File: src/rtl/ddp_pkt_rx_fifo.sv
// Receive stage behind the CE pipeline: accepts active-low 4-phase Send/Ack bundled-data packets,
// resynchronises Send_in into the cp domain and buffers packets in a show-ahead valid/ready FIFO.
module ddp_pkt_rx_fifo #(
  parameter int DW          = 32,
  parameter int DEPTH       = 4,
  parameter int SYNC_STAGES = 2,
  localparam int AW = $clog2(DEPTH),
  localparam int CW = $clog2(DEPTH + 1)
) (
  input  logic          cp,
  input  logic          MR_n,
  input  logic          Send_in,
  input  logic [DW-1:0] Data_in,
  output logic          Ack_out,
  output logic          out_valid,
  output logic [DW-1:0] out_data,
  input  logic          out_ready,
  output logic [CW-1:0] count,
  output logic          full,
  output logic          empty
);

  typedef enum logic {
    IDLE = 1'b0,
    ACKD = 1'b1
  } state_t;

  state_t                 state;
  state_t                 state_nxt;
  logic [SYNC_STAGES-1:0] sync;
  logic                   s_send;
  logic                   ack_nxt;
  logic                   push;
  logic                   pop;
  logic [DW-1:0]          mem [DEPTH];
  logic [AW-1:0]          wptr;
  logic [AW-1:0]          rptr;
  logic [AW-1:0]          wptr_nxt;
  logic [AW-1:0]          rptr_nxt;
  logic [CW-1:0]          count_nxt;
  logic [DW-1:0]          head_nxt;

  assign s_send = sync[SYNC_STAGES-1];

  // Send_in synchroniser; idle level is 1 so reset never looks like a request
  always_ff @(posedge cp or negedge MR_n) begin
    if (!MR_n) begin
      sync <= '1;
    end else begin
      sync <= {sync[SYNC_STAGES-2:0], Send_in};
    end
  end

  // Handshake FSM: one push per Send_in low phase, stalls while the FIFO is full
  always_comb begin
    state_nxt = state;
    ack_nxt   = Ack_out;
    push      = 1'b0;
    case (state)
      IDLE: begin
        if (!s_send && !full) begin
          state_nxt = ACKD;
          ack_nxt   = 1'b0;
          push      = 1'b1;
        end else begin
          state_nxt = IDLE;
          ack_nxt   = 1'b1;
        end
      end
      ACKD: begin
        if (s_send) begin
          state_nxt = IDLE;
          ack_nxt   = 1'b1;
        end else begin
          state_nxt = ACKD;
          ack_nxt   = 1'b0;
        end
      end
      default: begin
        state_nxt = IDLE;
        ack_nxt   = 1'b1;
      end
    endcase
  end

  // FSM state and registered acknowledge
  always_ff @(posedge cp or negedge MR_n) begin
    if (!MR_n) begin
      state   <= IDLE;
      Ack_out <= 1'b1;
    end else begin
      state   <= state_nxt;
      Ack_out <= ack_nxt;
    end
  end

  // Next FIFO bookkeeping; the head register mirrors mem[rptr] as it will be after this edge
  always_comb begin
    pop       = out_valid & out_ready;
    wptr_nxt  = wptr;
    rptr_nxt  = rptr;
    count_nxt = count;
    if (push) begin
      wptr_nxt = wptr + 1'b1;
    end else begin
      wptr_nxt = wptr;
    end
    if (pop) begin
      rptr_nxt = rptr + 1'b1;
    end else begin
      rptr_nxt = rptr;
    end
    case ({push, pop})
      2'b10:   count_nxt = count + 1'b1;
      2'b01:   count_nxt = count - 1'b1;
      default: count_nxt = count;
    endcase
    if (push && (wptr == rptr_nxt)) begin
      head_nxt = Data_in;
    end else begin
      head_nxt = mem[rptr_nxt];
    end
  end

  // Packet storage, cleared on reset so the head is never X
  always_ff @(posedge cp or negedge MR_n) begin
    if (!MR_n) begin
      for (int i = 0; i < DEPTH; i++) begin
        mem[i] <= '0;
      end
    end else if (push) begin
      mem[wptr] <= Data_in;
    end else begin
      mem[wptr] <= mem[wptr];
    end
  end

  // Pointers, occupancy flags and show-ahead head
  always_ff @(posedge cp or negedge MR_n) begin
    if (!MR_n) begin
      wptr      <= '0;
      rptr      <= '0;
      count     <= '0;
      full      <= 1'b0;
      empty     <= 1'b1;
      out_valid <= 1'b0;
      out_data  <= '0;
    end else begin
      wptr      <= wptr_nxt;
      rptr      <= rptr_nxt;
      count     <= count_nxt;
      full      <= (count_nxt == CW'(DEPTH));
      empty     <= (count_nxt == '0);
      out_valid <= (count_nxt != '0);
      out_data  <= head_nxt;
    end
  end

endmodule

File: config.mk
export PLATFORM = sky130hd
export DESIGN_NAME = ddp_pkt_rx_fifo
export DESIGN_NICKNAME = d
export VERILOG_FILES = /design/src/rtl/ddp_pkt_rx_fifo.sv
export SDC_FILE = /design/constraint.sdc
export NUM_CORES = 1
export LEC_CHECK = 0
export CAP_MARGIN = 20
export CORE_ASPECT_RATIO = 0.75
export CORE_MARGIN = 5
export CORE_UTILIZATION = 45
export CTS_CLUSTER_DIAMETER = 50
export DETAILED_ROUTE_END_ITERATION = 16
export DONT_BUFFER_PORTS = 1
export GPL_TIMING_DRIVEN = 0
export PLACE_DENSITY = 0.64
export SLEW_MARGIN = 5
export SYNTH_ARGS = -nofsm -noshare
export SYNTH_HDL_FRONTEND = slang
export SYNTH_SLANG_ARGS = --single-unit
File: constraint.sdc
create_clock -name cp -period 2.4 [get_ports cp]
set_input_delay 0.36 -clock cp [delete_from_list [all_inputs] [get_ports cp]]
set_output_delay 0.36 -clock cp [all_outputs]
set_load 0.02 [all_outputs]
==> results of run 1 <==
==> kinds of logic after synthesis <==
family | after synthesis
simple gates | 205
xor+xnor | 6
fa+ha+maj | 6
flops | 174
compound gates | 264
buf+inv | 85
mux | 65
==> flip-flops by register name, indices dropped and copies added (netlist names) <==
register,cells
out_valid,1
state,1
sync,2
wptr,2
mem,128
rptr,2
count,3
empty,1
Ack_out,1
full,1
out_data,32
==> synth_stat cells, drive strengths merged (2+ instances only) <==
cell type | number | area (um^2)
dfrtp | 170 | 4250
o211ai | 32 | 240
o31ai | 33 | 253
nor2 | 132 | 495
nand2 | 2 | 7.51
a21oi | 131 | 659
ha | 5 | 62.6
mux4 | 32 | 721
buf | 32 | 220
o21a | 2 | 22.5
inv | 7 | 26.3
dfstp | 4 | 105
and3 | 64 | 400
clkbuf | 46 | 176
a211oi | 64 | 480
mux2i | 32 | 450
xnor2 | 5 | 51.3
==> layout make-up <==
cell class | instances | area (um^2)
sequential | 174 | 4360
multi-input combinational | 546 | 3970
buffer | 76 | 407
tap | 253 | 317
inverter | 7 | 52.6
timing repair buffer | 4 | 32.5
clock buffer | 25 | 475
fill | 1669 | 9490
clock inverter | 7 | 115
==> timing repair <==
action,CTS,global route
gates cloned,0,0
resized for setup,6,32
endpoints found under the hold margin,175,174
setup buffers,1,2
pin swaps,1,2
setup endpoints to repair,37,76
==> stage by stage <==
stage               instance area, um^2  TNS [ns]  util (%)
finish                             9730         0      50.6
global route                       9730   -0.0200      50.6
CTS                                9670     -1.59      50.4
detailed placement                 9060     -2.96      47.1
global placement                   9060     -1.23      47.1
floorplan                          8740         0         -
==> critical path, stage by stage, from the launching register on <==
cell and delay [ns]:
dfrtp_2 0.48, nor3_4 0.24, buf_4 0.16, buf_4 0.12, o21a_1 0.29, clkbuf_1 0.53
o211ai_1 0.19, o31ai_1 0.16
==> layer usage <==
| metal | GRT usage, % | vias to the layer above |
|---|---|---|
| met5 | 0 | - |
| met4 | 8.48 | 0 |
| met3 | 8.27 | 44 |
| met2 | 35.5 | 333 |
| met1 | 34.2 | 3503 |
| li1 | - | 3007 |
==> worst max-delay path by stage <==
stage | startpoint | endpoint | depth (start not counted)
2_1_floorplan | full | empty | 10
3_3_place_gp | full | empty | 10
3_5_place_dp | full | empty | 10
4_1_cts | wptr[1] | mem[93] | 8
5_1_grt | full | empty | 9
6_report | full | out_data[13] | 7
==> power breakdown <==
part,internal [W],switching [W],total (W)
registers,0.00416,0.00119,0.00535
clock network,0.00169,0.00115,0.00284
logic,0.00294,0.00469,0.00763
==> impl_metrics.py, run 1 <==
metrics = {
    "timing": {
        "worst_pin_slew_ns": 0.740,
        "hold_slack_ns": -0.365,
        "relSlewSlack_pct": 50.7,
        "finalSetupViolCount": 0,
        "slew_violations": 0,
        "fmax_mhz": 435,
        "clock_skew_ns": 0.0110,
        "hold_viol": 174,
        "fin_crit_sh_pct": 95.9,
        "fin_ws_ns": 0.0989,
        "finalCriticalPeriod_ns": 2.30,
    },
    "global_routing": {
        "grt_usage_pct": 24.3,
        "grt_pass1_vias": 6881,
        "grt_pass1_wl_mm": 40.9,
        "antenna_found_initial": 0,
        "grt_max_degree": 175,
        "grt-ovfl-total": 0,
    },
    "status": {
        "status": "complete, but fails checks",
        "violations": "hold timing",
    },
    "worst_setup_path": {
        "r2r-end": "out_data[13]",
        "critical_path_class": "register to register",
        "r2r_slack_ns": 0.1,
        "end_kind": "register",
        "crit_fanout": 10,
        "rr_worst_depth": 7,
        "critical_path_required_ns": 2.69,
        "worstPathArrival_ns": 2.59,
        "rr_startpoint": "full",
        "critPathLaunchType": "register",
    },
    "final_layout": {
        "finalNetCount": 868,
        "layout_commonest_cell": "dfrtp_1",
        "stdcell_count": 1092,
        "drive_gt1_share_pct": 18.2,
        "insertedDiodeCount": 0,
        "final_cell_mix": "dfrtp_1 (169), nor2_1 (131), a21oi_1 (130), and3_1 (64), a211oi_1 (64)",
        "syn2layout_area_growth_pct": 11.3,
    },
    "pwr": {
        "irDropWorstVdd_mv": 0.777,
        "p_leak_nw": 3.66,
        "total_power_w": 0.0158,
        "p_per_area_nw_per_um2": 1630,
    },
    "synthesis": {
        "yosys_warnings": 0,
        "ys_seq_elements": 174,
        "synth_cell_types": 40,
        "async_reset_ff_share_pct": 100,
        "syn_inst": 805,
        "synth_fa_ha_area_share_pct": 0.945,
        "muxShareOfSynthArea_pct": 13.5,
        "synth_top_family_by_area": "compound AO/OA/AOI/OAI gates",
        "avgSynthCellArea_um2": 10.9,
        "synth_compound_area_share_pct": 19.1,
        "yosysSeqAreaShare_pct": 49.9,
        "synth_ff_type": "dfrtp_1",
        "syn_area_um2": 8740,
        "synth-xor-area-share_pct": 0.687,
        "synthesis.nets": 847,
        "synth_enable_flop_cells": 0,
        "synthSimpleGateAreaFrac_pct": 11.0,
    },
    "placement": {
        "dp_cells": 1058,
        "dp.final_hpwl_mm": 16.4,
        "port_buffers": 0,
        "place_ws_ns": -0.166,
        "place.gp.congestion": 0.845,
    },
    "floorplanning": {
        "io_pins": 75,
        "core_um2": 19200,
        "start_util_pct": 45.5,
        "die_y_um": 131,
        "dieWidth_um": 171,
        "num_rows": 44,
        "die-area_um2": 22300,
    },
    "clocking": {
        "clkTransAtPathRegs_ns": 0.06,
        "root_buffer": "clkbuf_16",
        "cts.sinks": 174,
        "htreeDepth": 4,
        "clock_latency_ns": 0.44,
        "numCtsBuffers": 17,
        "clk_path_buf_depth": 2,
        "ctsHoldBuffers": 1,
        "cts_tree": "built",
    },
    "route": {
        "drt.antenna.violating_nets": 0,
        "viasPerCell": 6.31,
        "first_pass_iters": 5,
        "dr_wl_met3_mm": 2.73,
        "wl_met1_mm": 11.3,
        "dr.max_layer_used": "met4",
        "drc": 0,
        "post_drt_wl_per_cell_um": 24.2,
        "dr_wl_met2_mm": 11.9,
        "vias": 6887,
        "finalWirelength_mm": 26.4,
        "drt_iter0_drc": 770,
    },
    "worst_hold_path": {
        "min_path_type": "input pin to async pin",
    },
    "run": {
        "drv_cap": 0,
    },
}
(Power assumes the default switching activity.)
==> inputs of run 2 (changes only) <==
--- a/config.mk
+++ b/config.mk
@@ -14,6 +14,7 @@
 export DONT_BUFFER_PORTS = 1
 export GPL_TIMING_DRIVEN = 0
 export PLACE_DENSITY = 0.64
+export SETUP_SLACK_MARGIN = 0.5
 export SLEW_MARGIN = 5
 export SYNTH_ARGS = -nofsm -noshare
 export SYNTH_HDL_FRONTEND = slang
==> run 2 against run 1 <==
Register-to-register slack better by 0.20 ns. The run still ends with hold timing left. Die area unchanged. Routed wire length up 1.6%. Final area up 5.9%. Largest cell class unchanged. Critical path type unchanged. Largest power group unchanged.
==> impl_metrics.py, run 2 (synthesized netlist as in run 1, its figures left out) <==
metrics = {
    "status": {
        "status": "complete, but fails checks",
        "violations": "hold timing",
    },
    "route": {
        "drc": 0,
        "drt.antenna.violating_nets": 0,
        "drt_iter0_drc": 780,
        "finalWirelength_mm": 26.8,
        "first_pass_iters": 5,
        "vias": 6935,
        "post_drt_wl_per_cell_um": 24.4,
        "viasPerCell": 6.31,
        "dr_wl_met3_mm": 2.50,
        "dr.max_layer_used": "met4",
        "dr_wl_met2_mm": 12.2,
        "wl_met1_mm": 11.6,
    },
    "pwr": {
        "power_switching_share_pct": 44.2,
        "irDropWorstVdd_mv": 0.773,
        "combPwrFrac_pct": 51.2,
        "sequentialPowerShare_pct": 32.1,
        "p_sw_w": 0.00745,
        "p_per_area_nw_per_um2": 1640,
        "p_int_w": 0.00939,
        "p_leak_nw": 3.88,
        "clock_power_share_pct": 16.8,
    },
    "clocking": {
        "cts.sinks": 174,
        "clk_path_buf_depth": 2,
        "root_buffer": "clkbuf_16",
        "cts_tree": "built",
        "htreeDepth": 4,
        "ctsHoldBuffers": 1,
        "clock_latency_ns": 0.44,
        "clkTransAtPathRegs_ns": 0.06,
        "numCtsBuffers": 17,
    },
    "worst_setup_path": {
        "worstPathArrival_ns": 2.47,
        "cp-startpoint": "full",
        "end_kind": "register",
        "critPathLaunchType": "register",
        "critical_path_required_ns": 2.77,
        "crit_fanout": 3,
        "critical_path_class": "register to register",
        "rr_startpoint": "full",
    },
    "timing": {
        "hold_viol": 174,
        "slew_violations": 0,
        "fin_ws_ns": 0.302,
        "finalSetupViolCount": 0,
        "finalCriticalPeriod_ns": 2.10,
        "fin_crit_sh_pct": 87.4,
        "rsz0062_at_grt": "true",
        "clock_skew_ns": 0.0103,
        "worst_pin_slew_ns": 0.547,
        "setup_tns_ns": 0,
        "fmax_mhz": 477,
        "relSlewSlack_pct": 63.5,
        "hold_slack_ns": -0.380,
    },
    "final_layout": {
        "insertedDiodeCount": 0,
        "finalNetCount": 876,
        "reg.largest.list": "mem (128), out_data (32), count (3)",
        "fillers": 1633,
        "stdcell_count": 1099,
        "largest_register_ffs": 128,
        "drive_gt1_share_pct": 26.8,
        "syn2layout_area_growth_pct": 17.9,
        "final_cell_mix": "dfrtp_1 (168), nor2_1 (132), a21oi_1 (129), and3_1 (64), a211oi_1 (46)",
        "layout_commonest_cell": "dfrtp_1",
        "largest_register": "mem",
    },
    "placement": {
        "place_ws_ns": -0.0393,
        "port_buffers": 0,
        "place.gp.congestion": 0.827,
        "dp.final_hpwl_mm": 16.4,
        "dp_cells": 1058,
    },
    "floorplanning": {
        "start_util_pct": 45.5,
        "die-area_um2": 22300,
        "io_pins": 75,
        "core_um2": 19200,
        "dieWidth_um": 171,
        "num_rows": 44,
        "die_y_um": 131,
    },
    "global_routing": {
        "grt_max_degree": 175,
        "grt_pass1_vias": 6799,
        "antenna_found_initial": 1,
        "grt_pass1_wl_mm": 40.3,
        "grt-ovfl-total": 0,
        "grt_usage_pct": 23.8,
    },
    "worst_hold_path": {
        "min_path_type": "input pin to async pin",
    },
    "run": {
        "drv_cap": 0,
    },
}
## run 2: metrics by stage
stage	utilization, %	area [um^2]	power (W)
2_1_floorplan	-	8770	0.0105
3_3_place_gp	47.3	9080	0.0126
3_5_place_dp	47.3	9080	0.0128
4_1_cts	51.2	9840	0.0159
5_1_grt	53.6	10300	0.0177
6_report	53.6	10300	0.0168
## run 2: final cells by class
class                      instances  area [um^2]  share of cell area [%]
clock buffer                      21          440                    4.27
inverter                           7         28.8                   0.279
clock inverter                    10          140                    1.36
buffer                            78          587                    5.70
multi-input combinational        546         4350                    42.2
timing repair buffer              10         81.3                   0.789
sequential                       174         4360                    42.3
tap                              253          317                    3.07
## run 2: worst max-delay path: stages (launching register included)
cell and delay [ns]:
dfrtp_2 0.48, nor3_4 0.25, inv_4 0.07, buf_12 0.13, ha_4 0.15, fa_2 0.33, xnor2_1 0.16, nor2_1 0.07
xnor2_1 0.22, inv_1 0.09, nor2_1 0.09
## run 2: path summary, 6_finish.rpt
path | end | slack [ns] | cells past startpoint
worst max-delay path | empty | 0.30 | 10
worst min-delay path | out_data[27] | -0.38 | 0
worst max register to register | empty | 0.30 | 10
worst min register to register | sync[1] | 0.36 | 0
max in group asynchronous | sync[1] | 2.45 | 0
min in group cp | out_data[9] | 0.08 | 2
## run 2: what timing repair did
action | CTS | global route
setup buffers | 4 | 4
endpoints found under the hold margin | 175 | 174
pin swaps | 4 | 9
gates resized for setup | 63 | 118
cloned | 0 | 1
endpoints found under the setup margin | 135 | 159
## run 2: power groups by stage
stage | logic, W | registers, W | clock network (W)
4_1_cts | 0.00764 | 0.00536 | 0.00285
6_report | 0.00862 | 0.00540 | 0.00282
5_1_grt | 0.00913 | 0.00556 | 0.00299
2_1_floorplan | 0.00541 | 0.00513 | 0
3_3_place_gp | 0.00724 | 0.00536 | 0
3_5_place_dp | 0.00737 | 0.00539 | 0
## run 2: layer usage
| layer | GRT usage (%) | vias up |
|---|---|---|
| met5 | 0 | - |
| met4 | 7.27 | 0 |
| met3 | 7.58 | 47 |
| met2 | 34.9 | 323 |
| met1 | 34.2 | 3534 |
| li1 | - | 3031 |
